<file path="config.mk">
export PLATFORM = sky130hd
export DESIGN_NAME = rd_fsm
export DESIGN_NICKNAME = d
export VERILOG_FILES = /design/src/rtl/rd_fsm.sv
export SDC_FILE = /design/constraint.sdc
export NUM_CORES = 1
export LEC_CHECK = 0
export CORE_ASPECT_RATIO = 0.9
export CORE_MARGIN = 2
export CORE_UTILIZATION = 30
export DETAILED_ROUTE_END_ITERATION = 16
export PLACE_DENSITY_LB_ADDON = 0.05
export SLEW_MARGIN = 15
export SYNTH_ARGS = -nofsm -noshare
export SYNTH_HDL_FRONTEND = slang
export SYNTH_SLANG_ARGS = --single-unit
</file>
<file path="constraint.sdc">
create_clock -name clk -period 3 [get_ports clk]
set_clock_uncertainty 0.1 [all_clocks]
set_input_delay 0.9 -clock clk [delete_from_list [all_inputs] [get_ports clk]]
set_output_delay 0.9 -clock clk [all_outputs]
set_load 0.1 [all_outputs]
</file>
<file path="src/rtl/rd_fsm.sv">
// rd_fsm: read-side controller of the double-buffered reorder FIFO.
// Drains full banks ping-pong (mem0 first) into a 2-entry valid/ready buffer.
//
// Ports:
//   clk, rst_n            clock, synchronous active-low reset
//   mem0_full, mem1_full  bank completely written (level)
//   mem0_lock, mem1_lock  bank owned by the reader
//   mem0_clr, mem1_clr    1-cycle pulse clearing the bank
//   rd_en, rd_sel,
//   rd_addr, rd_data      bank read port, data one cycle after rd_en
//   out_valid, out_ready,
//   out_data              downstream valid/ready port
module rd_fsm #(
   parameter int DEPTH = 16,
   parameter int DW    = 32,
   parameter int AW    = $clog2(DEPTH)
) (
   input  logic          clk,
   input  logic          rst_n,
   input  logic          mem0_full,
   input  logic          mem1_full,
   output logic          mem0_lock,
   output logic          mem1_lock,
   output logic          mem0_clr,
   output logic          mem1_clr,
   output logic          rd_en,
   output logic          rd_sel,
   output logic [AW-1:0] rd_addr,
   input  logic [DW-1:0] rd_data,
   output logic          out_valid,
   input  logic          out_ready,
   output logic [DW-1:0] out_data
);

   localparam int S_IDLE = 0;
   localparam int S_RD0  = 1;
   localparam int S_RD1  = 2;
   localparam int S_CLR0 = 3;
   localparam int S_CLR1 = 4;

   localparam logic [4:0] ST_IDLE = 5'b00001;
   localparam logic [4:0] ST_RD0  = 5'b00010;
   localparam logic [4:0] ST_RD1  = 5'b00100;
   localparam logic [4:0] ST_CLR0 = 5'b01000;
   localparam logic [4:0] ST_CLR1 = 5'b10000;

   logic [4:0]    state_q, state_d;
   logic          next_bank_q, next_bank_d;
   logic [AW-1:0] rd_addr_q, rd_addr_d;
   logic          inflight_q;
   logic [DW-1:0] buf_q [2];
   logic          wr_ptr_q, rd_ptr_q;
   logic [1:0]    cnt_q, cnt_d;

   logic          push, pop, reading, credit, last_rd;
   logic [1:0]    occ;

   assign out_valid = (cnt_q != 2'd0);
   assign out_data  = buf_q[rd_ptr_q];
   assign rd_addr   = rd_addr_q;

   assign push    = inflight_q;
   assign pop     = out_valid & out_ready;
   assign reading = state_q[S_RD0] | state_q[S_RD1];

   // Occupancy counts buffered words plus the read still in flight,
   // so a new read is only issued when its word is sure to fit.
   assign occ     = cnt_q + {1'b0, inflight_q};
   assign credit  = (occ < 2'd2) | (pop & (occ == 2'd2));
   assign last_rd = rd_en & (rd_addr_q == AW'(DEPTH - 1));

   // State register
   always_ff @(posedge clk) begin
      if (!rst_n) begin
         state_q     <= ST_IDLE;
         next_bank_q <= 1'b0;
      end else begin
         state_q     <= state_d;
         next_bank_q <= next_bank_d;
      end
   end

   // Next-state logic
   always_comb begin
      state_d     = state_q;
      next_bank_d = next_bank_q;
      unique case (1'b1)
         state_q[S_IDLE]: begin
            if (!next_bank_q && mem0_full)
               state_d = ST_RD0;
            else if (next_bank_q && mem1_full)
               state_d = ST_RD1;
         end
         state_q[S_RD0]: begin
            if (last_rd)
               state_d = ST_CLR0;
         end
         state_q[S_RD1]: begin
            if (last_rd)
               state_d = ST_CLR1;
         end
         state_q[S_CLR0]: begin
            next_bank_d = 1'b1;
            state_d     = mem1_full ? ST_RD1 : ST_IDLE;
         end
         state_q[S_CLR1]: begin
            next_bank_d = 1'b0;
            state_d     = mem0_full ? ST_RD0 : ST_IDLE;
         end
         default: state_d = ST_IDLE;
      endcase
   end

   // Output decode
   always_comb begin
      mem0_lock = state_q[S_RD0] | state_q[S_CLR0];
      mem1_lock = state_q[S_RD1] | state_q[S_CLR1];
      mem0_clr  = state_q[S_CLR0];
      mem1_clr  = state_q[S_CLR1];
      rd_sel    = state_q[S_RD1];
      rd_en     = reading & credit;
   end

   // Read address and buffer count next values
   always_comb begin
      rd_addr_d = rd_en ? rd_addr_q + AW'(1) : rd_addr_q;
      case ({push, pop})
         2'b10:   cnt_d = cnt_q + 2'd1;
         2'b01:   cnt_d = cnt_q - 2'd1;
         default: cnt_d = cnt_q;
      endcase
   end

   // Read datapath and output buffer
   always_ff @(posedge clk) begin
      if (!rst_n) begin
         rd_addr_q  <= '0;
         inflight_q <= 1'b0;
         cnt_q      <= 2'd0;
         wr_ptr_q   <= 1'b0;
         rd_ptr_q   <= 1'b0;
         buf_q[0]   <= '0;
         buf_q[1]   <= '0;
      end else begin
         rd_addr_q  <= rd_addr_d;
         inflight_q <= rd_en;
         cnt_q      <= cnt_d;
         if (push) begin
            buf_q[wr_ptr_q] <= rd_data;
            wr_ptr_q        <= ~wr_ptr_q;
         end
         if (pop)
            rd_ptr_q <= ~rd_ptr_q;
      end
   end

endmodule

</file>
==> summary.txt, run 1 <==
GRT
  • GR Util All Layers: about an eighth
  • Largest net degree at the start of global routing: 33
  • First-pass GRT wire length: 11000 microns
  • Vias in the first global route: 2189
  • Initial antenna violation count: 0
  • Remaining global-route overflow: 0

Final layout
  • Fin util: 45.4%
  • Fillers: 1057
  • Share of layout cells above drive strength 1: a little under a third
  • Area Growth Syn to Fin: 49.3%
  • Layout Nets: roughly 380
  • Fin area: 5150 sq um
  • Inserted Diodes: 0

CTS
  • H-tree level count: 3
  • Hold buffer count at CTS: 0
  • Sink Count: 80
  • Clock Tree Buf Depth: 2
  • CTS tree: built
  • Clock Latency Late Sink: 0.33 ns
  • CTS Buf Count: 9
  • Clk root buf: clkbuf_16
  • Reg clk slew, reported paths: around 0.06 ns

Power and ir drop
  • Psw: 1.22 mW
  • Clk pwr share: about a third
  • Cell Pwr Density: around 730 nW/um^2
  • Sw frac: around a third
  • VDD IR max: between 0.0003 and 0.0004 V
  • Flop pwr share: between 30% and 40%
  • Pleak: roughly 2 nW
  • P_int: 2.53 mW
  • Gate power share: 32.2%

Die
  • Die width: ~120 microns
  • Io pins: 80
  • Initial Utilization: between 30% and 40%
  • Die area: between 10000 and 15000 sq um
  • CORE AREA: 11300 sq um
  • Row cnt: 37
  • Die height: about 110 microns

Setup path
  • CP Max Fanout: 5
  • R2R Path Start: cnt_q[0]
  • Worst setup EP type: output pin
  • Req. time, crit path: about 2 ns
  • WP data arrival: 1.72 ns
  • Reg2reg path depth: 6
  • R2r endpoint: rd_addr[3]
  • CP Class: flip-flop to output pin
  • Crit start category: flip-flop
  • Flop-to-flop setup slack: a little under 1 ns
  • CP Launch Point: cnt_q[0]

Timing
  • FMAX: approximately 370 MHz
  • Worst slew pin tran: 0.653 ns
  • Count of final setup violators: 0
  • Fin crit period: roughly 2.7 ns
  • Final period util: approximately nine tenths
  • Number of hold violations in the final report: 0
  • Final setup margin: ~0.28 ns
  • RSZ-0062 raised after global routing: false
  • Slew headroom: 56.3%
  • Slew Limit Fails: 0

Routing
  • DRC violations left: 0
  • TritonRoute pass-1 iters: 4
  • Via count: around 2.2k
  • Wire length per cell: 13.9 microns
  • Final ANT Viol Nets: 0
  • WL final: between 6000 and 7000 microns
  • Vias per std cell: roughly 4.4
  • Initial DRC count: 65

Placed design
  • Pre-CTS setup slack: -0.0532 ns
  • Port bufs: 79
  • Placed cell areas: about 4800 sq um
  • GP Congestion: 0.685
  • Hpwl dp: around 4400 microns

Logic synthesis
  • Share of the synthesized area in the top cell type: ~56%
  • Cell taking the most area after synthesis: edfxtp_1
  • Synth Instances: roughly 260
  • Syn Area/Cell: approximately 14 sq um
  • Synth Cell Area: 3450 sq um
  • Ys Warns: 0
  • Synth area leaders: edfxtp_1 56%, and2_1 12%, mux2_2 9.8%
  • Syn nets: about 300
  • Yosys cell types: 30
  • Seq cells post-synth: 80
  • Post-synthesis sequential area ratio: around two thirds

Run status
  • Status: finished, final reports clean

Job
  • Max-cap viol count: 0

Min path
  • Hold path endpoint: rd_addr[3]
  • HP Class: flip-flop to flip-flop
  • Hold Path Origin: rd_addr[3]
  • Worst hold stages: 2
timing repair:
| item | in CTS | in global routing |
|---|---|---|
| gates resized for setup | 1 | 2 |
| buffers inserted | 0 | 0 |
| endpoints found under the setup margin | 1 | 1 |
| pin swaps | 1 | 2 |
worst max path at each step:
| stage | end | slack, ns | cells after the start |
|---|---|---|---|
| 4_1_cts | rd_en | 0.005 | 5 |
| 6_report | rd_en | 0.28 | 5 |
| 5_1_grt | rd_en | 0.19 | 5 |
| 2_1_floorplan | rd_en | -0.13 | 3 |
| 3_3_place_gp | rd_en | -0.05 | 5 |
| 3_5_place_dp | rd_en | -0.05 | 5 |
power groups by stage:
stage / combinational [mW] / sequential, mW / clock [mW]
3_3_place_gp: 1.22 / 1.33 / 0
2_1_floorplan: 0.773 / 1.33 / 0
3_5_place_dp: 1.22 / 1.33 / 0
4_1_cts: 1.22 / 1.31 / 1.27
5_1_grt: 1.25 / 1.31 / 1.32
6_report: 1.21 / 1.31 / 1.24
routing by layer:
metal	vias up	routed length, microns	part of all wire, %	track usage [%]
met4	0	114	1.6	4.96
met1	1061	2950	42	15.4
met5	-	0	0	0
li1	1070	-	-	-
met3	10	358	5.1	3.16
met2	54	3530	51	18.9
kinds of logic after synthesis:
| logic type | share of synthesized area, % |
|---|---|
| compound gates | 3.08 |
| xor+xnor | 1.02 |
| fa+ha+maj | 1.09 |
| buf+inv | 1.88 |
| flops | 65.0 |
| mux | 10.4 |
| simple gates | 17.5 |
layout by cell type, fill, tap and decap left out, types with 7 or more instances in the layout:
cell type,n
mux2_2,30
a21oi_1,7
dfxtp_1,15
and2_1,65
clkbuf_16,9
nor2_1,7
clkdlybuf4s50_1,35
buf_4,17
buf_12,35
edfxtp_1,64
per-stage QoR:
step                      setup TNS [ns]  hold WS, ns  power (mW)  instances
final                                  0        0.409        3.75        502
after floorplan                   -0.132        0.368        2.10        255
after CTS                              0        0.410        3.80        502
after detailed placement         -0.0532        0.401        2.55        486
after global placement           -0.0496        0.387        2.55        486
after global routing                   0        0.438        3.88        502
cell type report:
class / instances / area (sq um) / area share [%]
tap: 156 / 195 / 3.79
multi-input combinational: 159 / 1170 / 22.8
clock inverter: 5 / 105 / 2.04
inverter: 3 / 11.3 / 0.218
timing repair buffer: 88 / 1190 / 23.1
clock buffer: 11 / 233 / 4.52
sequential: 80 / 2240 / 43.5
synth_stat cells:
cell type and n:
or3_1 2, and3_1 3, o21bai_1 1, o31ai_1 2
ha_1 3, mux2_1 2, or2_2 3, dfxtp_1 16
xor2_1 1, a21o_1 1, nor2b_1 2, o22ai_1 1
nand3b_1 1, and3b_1 1, nor3_1 4, inv_1 3
mux2_2 30, nand2_1 3, xnor2_1 3, buf_2 4
or3b_2 1, edfxtp_1 64, a21oi_1 7, or4_1 2
clkbuf_1 9, nand2b_1 4, nand3_1 2, nor2_1 8
and2_1 65, o21ai_0 7
registers in the layout, indices dropped and copies added (netlist names), named ones only:
signal       count
cnt_q            2
next_bank_q      1
inflight_q       1
wr_ptr_q         1
state_q          5
rd_addr          4
buf_q           64
rd_ptr_q         1
critical path, stage by stage (launching register included):
cell	delay, ns
dfxtp_1	0.42
ha_1	0.29
and3b_1	0.23
o22ai_2	0.11
nor2_2	0.16
buf_12	0.19
Note: power is estimated with default switching activity, not from simulation.
==> run 2, diff against run 1 <==
--- a/config.mk
+++ b/config.mk
@@ -7,7 +7,8 @@
 export LEC_CHECK = 0
 export CORE_ASPECT_RATIO = 0.9
 export CORE_MARGIN = 2
-export CORE_UTILIZATION = 30
+export CORE_UTILIZATION = 40
+export CTS_BUF_LIST = sky130_fd_sc_hd__clkbuf_4
 export DETAILED_ROUTE_END_ITERATION = 16
 export PLACE_DENSITY_LB_ADDON = 0.05
 export SLEW_MARGIN = 15
==> run 2 against run 1 <==
Effect of this change: design area decreased by 4.9%; combinational power about the same; sequential power about the same; power decreased by 15%; hold slack improved by 0.0022 ns; die area shrank 24%; flip-flop and latch count is the same; non-clock buffer count shrank 3; maximum frequency decreased by 2.7%; via count grew 0.68%; routed wire length decreased by 6.2%; critical path type unchanged; first-iteration DRC count down 35%.
==> summary.txt, run 2 (same netlist as run 1, synthesis figures left out) <==
Placed design
  • Port bufs: a little under 80
  • GP Congestion: between 0.7 and 0.8
  • Hpwl dp: 4160 microns
  • Inst Count DP: 446

Final layout
  • Area Growth Syn to Fin: 42.0%
  • Register area: between 2000 and 2500 sq um
  • Commonest non-fill, non-tap cell in the layout: and2_1
  • Max FFs per register: 64
  • Non-Filler Instances: ~460
  • Share of layout cells above drive strength 1: a little under a third
  • Reg with most FFs: buf_q
  • Layout Nets: between 300 and 400
  • Fillers: 730
  • Most frequent cells in the layout: 65 x and2_1, 64 x edfxtp_1, 35 x clkdlybuf4s50_1, 35 x buf_12, 30 x mux2_2
  • Inserted Diodes: 0
  • Multi-input gate area: 1170 sq um
  • Fin util: around 58%

Timing
  • FMAX: approximately 360 MHz
  • Slew headroom: about a quarter
  • RSZ-0062 raised after global routing: false
  • Fin crit period: 2.79 ns
  • Worst slew pin tran: about 1.1 ns
  • Number of hold violations in the final report: 0
  • Slew Limit Fails: 0
  • Count of final setup violators: 0
  • Final period util: between 90% and 100%

Setup path
  • Crit-path cells: ha_1 -> and3b_1 -> o22ai_2 -> nor2_2 -> buf_12
  • WP data arrival: 1.79 ns
  • Bufs and invs on worst path: 1
  • CP Class: flip-flop to output pin
  • Slowest-stage cell, CP: dfxtp_1
  • Worst setup EP type: output pin
  • Crit start category: flip-flop
  • CP top delay family: flip-flops
  • CP Max Fanout: 5
  • CP peak stage delay: 0.45 ns
  • Req. time, crit path: ~2 ns

Min path
  • HP Class: flip-flop to flip-flop

Routing
  • Wire length per cell: ~14 microns
  • DRC violations left: 0
  • Initial DRC count: 42
  • TritonRoute pass-1 iters: 4
  • Met2 WL post-DR: roughly 3300 microns
  • Met3 routed WL: a little under 300 microns
  • WL final: between 6000 and 7000 microns
  • Vias per std cell: 4.78
  • Via count: about 2.2k
  • Metal-1 WL: about 2800 microns
  • Top Metal Used: met4
  • Final ANT Viol Nets: 0

GRT
  • Initial antenna violation count: 0
  • Remaining global-route overflow: 0
  • Largest net degree at the start of global routing: 33
  • Vias in the first global route: 2173
  • First-pass GRT wire length: ~10000 microns
  • GR Util All Layers: between 10% and 20%

CTS
  • CTS tree: built
  • Clock Tree Buf Depth: 2
  • Reg clk slew, reported paths: 0.11 ns
  • H-tree level count: 3
  • Sink Count: 80
  • CTS Buf Count: 9
  • Clock Latency Late Sink: about 0.4 ns
  • Clk root buf: clkbuf_4

Power and ir drop
  • P_int: a little over 2 mW
  • Gate power share: a little under two fifths
  • Clk pwr share: 21.8%
  • Flop pwr share: around two fifths
  • Sw frac: between 30% and 40%
  • Psw: ~1.2 mW
  • VDD IR max: 0.000289 V
  • Cell Pwr Density: 654 nW/um^2
  • Pleak: 1.91 nW

Job
  • Max-cap viol count: 0

Run status
  • Status: finished, final reports clean

Die
  • Die area: approximately 9400 sq um
  • Die width: roughly 100 microns
  • Row cnt: 32
  • Die height: between 90 and 100 microns
  • CORE AREA: approximately 8500 sq um
  • Io pins: 80
  • Initial Utilization: around 41%
==> run 2: cell types whose count changed in the layout (fill, tap and decap cells not counted), moves of 2 or more <==
cell       previous run  this run
buf_4                17        14
clkbuf_1              2         0
clkbuf_16             9         0
clkbuf_4              0        10
==> run 2: worst register-to-register path, delay by kind of cell, from the launching register on <==
| family | cells | cell delay [ns] |
|---|---|---|
| AOI/OAI and AO/OA | 2 | 0.23 |
| adders and majority gates | 1 | 0.28 |
| DFF | 1 | 0.45 |
| buffers and inverters | 1 | 0.18 |
| and+or+nand+nor | 2 | 0.69 |
==> run 2: power by group through the flow <==
stage               clock network, mW  logic, mW  registers (mW)
detailed placement                  0       1.21            1.33
finish                          0.699       1.20            1.30
CTS                             0.718       1.22            1.31
floorplan                           0      0.773            1.33
global route                    0.762       1.25            1.31
global placement                    0       1.21            1.33
==> run 2: path summary, 6_finish.rpt <==
kind | cells after the start | to | start | slack, ns
setup / recovery | 5 | rd_en | cnt_q[0] | 0.21
hold / removal | 2 | rd_addr[3] | rd_addr[3] | 0.41
setup reg to reg | 6 | rd_addr[3] | cnt_q[0] | 1.01
hold reg to reg | 2 | rd_addr[3] | rd_addr[3] | 0.41
==> run 2: timing repair <==
action / in CTS / in global routing
pin swaps: 0 / 2
gates resized for setup: 1 / 1
setup endpoints to repair: 1 / 1
hold buffers: 0 / 0
buffers inserted: 0 / 0
==> run 2: cell type report <==
cell class | count | share of cell area (%)
Sequential cell | 80 | 45.8
Multi-Input combinational cell | 159 | 23.9
Timing Repair Buffer | 85 | 23.8
Tap cell | 119 | 3.04
Clock inverter | 6 | 1.71
Clock buffer | 10 | 1.53
Inverter | 3 | 0.230
==> run 2: metal layers <==
layer  GRT usage, %  vias to the layer above
li1               -                     1067
met5              0                        -
met3           2.90                       11
met2           24.9                       53
met1           18.9                     1079
met4           6.33                        0
==> run 2: per-stage QoR <==
step                setup TNS, ns  hold WS [ns]  total power, mW  area, sq um  worst slack [ns]
finish                          0         0.412             3.21         4900             0.206
global route                    0         0.434             3.32         4900            0.0894
CTS                             0         0.418             3.24         4900           0.00244
detailed placement        -0.0535         0.398             2.54         4740           -0.0535
global placement          -0.0503         0.389             2.53         4740           -0.0503
floorplan                  -0.132         0.368             2.10         3450            -0.132
==> run 3, diff against run 2 <==
--- a/config.mk
+++ b/config.mk
@@ -10,7 +10,7 @@
 export CORE_UTILIZATION = 40
 export CTS_BUF_LIST = sky130_fd_sc_hd__clkbuf_4
 export DETAILED_ROUTE_END_ITERATION = 16
-export PLACE_DENSITY_LB_ADDON = 0.05
+export PLACE_DENSITY_LB_ADDON = 0.1
 export SLEW_MARGIN = 15
 export SYNTH_ARGS = -nofsm -noshare
 export SYNTH_HDL_FRONTEND = slang
==> run 3 against run 2 <==
Effect of this change: worst setup slack improved by 0.0043 ns; largest cell class unchanged; maximum frequency up 0.16%; via count down 1.8%; critical path type unchanged; critical endpoint unchanged; largest power group unchanged.
==> summary.txt, run 3 (same netlist as run 1, synthesis figures left out) <==
Run status
  • Status: finished, final reports clean

CTS
  • CTS tree: built
  • Reg clk slew, reported paths: 0.11 ns
  • Clock Tree Buf Depth: 2
  • Post-CTS Setup Bufs: 0
  • Sink Count: 80
  • Clock Latency Late Sink: 0.40 ns
  • H-tree level count: 3
  • Clk root buf: clkbuf_4
  • CTS Buf Count: 9

Final layout
  • Share of layout cells above drive strength 1: a little under a third
  • Reg with most FFs: buf_q
  • Layout Nets: 380
  • Most frequent cells in the layout: 65 x and2_1, 64 x edfxtp_1, 35 x clkdlybuf4s50_1, 34 x buf_12, 30 x mux2_2
  • Fillers: ~740
  • Fin util: a little under three fifths
  • Commonest non-fill, non-tap cell in the layout: and2_1
  • Register area: 2240 sq um
  • Multi-input gate area: ~1200 sq um
  • Area Growth Syn to Fin: 41.1%
  • Inserted Diodes: 0
  • Max FFs per register: 64

Setup path
  • Crit start category: flip-flop
  • Flop-to-flop setup slack: around 1.0 ns
  • CP Class: flip-flop to output pin
  • R2R Path Start: cnt_q[0]
  • Worst setup EP type: output pin
  • CP Launch Point: cnt_q[0]
  • Req. time, crit path: approximately 2.0 ns
  • CP Max Fanout: 5
  • R2r endpoint: rd_addr[3]
  • WP data arrival: between 1.5 and 2 ns
  • Reg2reg path depth: 6

Min path
  • HP Class: flip-flop to flip-flop
  • Hold Path Origin: rd_addr[3]
  • Hold path endpoint: rd_addr[3]
  • Worst hold stages: 2

Timing
  • Slew headroom: between 20 and 30%
  • Slew Limit Fails: 0
  • RSZ-0062 raised after global routing: false
  • Final period util: 93.0%
  • FMAX: 358 MHz
  • Count of final setup violators: 0
  • Number of hold violations in the final report: 0
  • Worst slew pin tran: 1.11 ns
  • Fin crit period: approximately 2.8 ns

Power and ir drop
  • VDD IR max: around 0.00032 V
  • Cell Pwr Density: 636 nW/um^2
  • Pleak: 1.90 nW
  • Total chip power: just over 3 mW

GRT
  • Remaining global-route overflow: 0
  • GR Util All Layers: between 10% and 20%
  • First-pass GRT wire length: approximately 10000 microns
  • Initial antenna violation count: 0
  • Vias in the first global route: ~2.2k
  • Largest net degree at the start of global routing: 33

Job
  • Max-cap viol count: 0

Routing
  • TritonRoute pass-1 iters: 5
  • WL final: 6280 microns
  • Final ANT Viol Nets: 0
  • Via count: 2171
  • Initial DRC count: 64
  • Wire length per cell: roughly 14 microns
  • Vias per std cell: roughly 4.7
  • DRC violations left: 0

Die
  • Row cnt: 32
  • Initial Utilization: between 40% and 50%
  • Io pins: 80
  • Die height: between 90 and 100 microns
  • Die area: 9390 sq um
  • CORE AREA: about 8500 sq um
  • Die width: ~100 microns

Placed design
  • GP Congestion: roughly 0.70
  • Port bufs: ~80
  • Hpwl dp: about 4200 microns
run 3: per-layer routing:
| metal | vias to the layer above | share of wire (%) | GRT usage (%) |
|---|---|---|---|
| met2 | 49 | 50 | 23.6 |
| met4 | 0 | 1.2 | 6.00 |
| met3 | 7 | 4.9 | 3.28 |
| li1 | 1072 | - | - |
| met5 | - | 0 | 0 |
| met1 | 1043 | 44 | 18.0 |
run 3: timing repair:
item,CTS,global route
setup endpoints to repair,0,1
hold buffers,0,0
gates resized for setup,0,2
run 3: how the worst max path moves through the flow:
stage          endpoint  slack [ns]  depth (start not counted)
2_1_floorplan     rd_en       -0.13                          3
3_3_place_gp      rd_en        0.01                          5
3_5_place_dp      rd_en       0.008                          5
4_1_cts           rd_en       0.009                          5
5_1_grt           rd_en        0.08                          5
6_report          rd_en        0.21                          5
run 3: power by group:
group	leakage, nW	switching [mW]	internal, mW
Clock	0.0681	0.342	0.252
Combinational	1.04	0.765	0.441
Sequential	0.796	0.0333	1.26
run 3: area by class of cell:
type	count	area share, %
Timing Repair Buffer	87	24.0
Clock buffer	10	1.54
Sequential cell	80	46.1
Inverter	3	0.231
Tap cell	119	3.06
Multi-Input combinational cell	159	24.1
Clock inverter	4	0.976
run 3: through the flow:
stage	setup slack, ns	instances	setup TNS [ns]	hold slack (ns)	cell area [sq um]
finish	0.210	462	0	0.409	4870
global route	0.0781	462	0	0.447	4870
CTS	0.00853	462	0	0.409	4860
detailed placement	0.00814	448	0	0.390	4740
global placement	0.0127	448	0	0.388	4740
floorplan	-0.132	255	-0.132	0.368	3450
run 3: worst max-delay path, cell delays in order (launching register included):
cell     delay, ns
dfxtp_1       0.44
ha_1          0.27
and3b_1       0.23
o22ai_2       0.10
nor2_2        0.16
buf_12        0.19
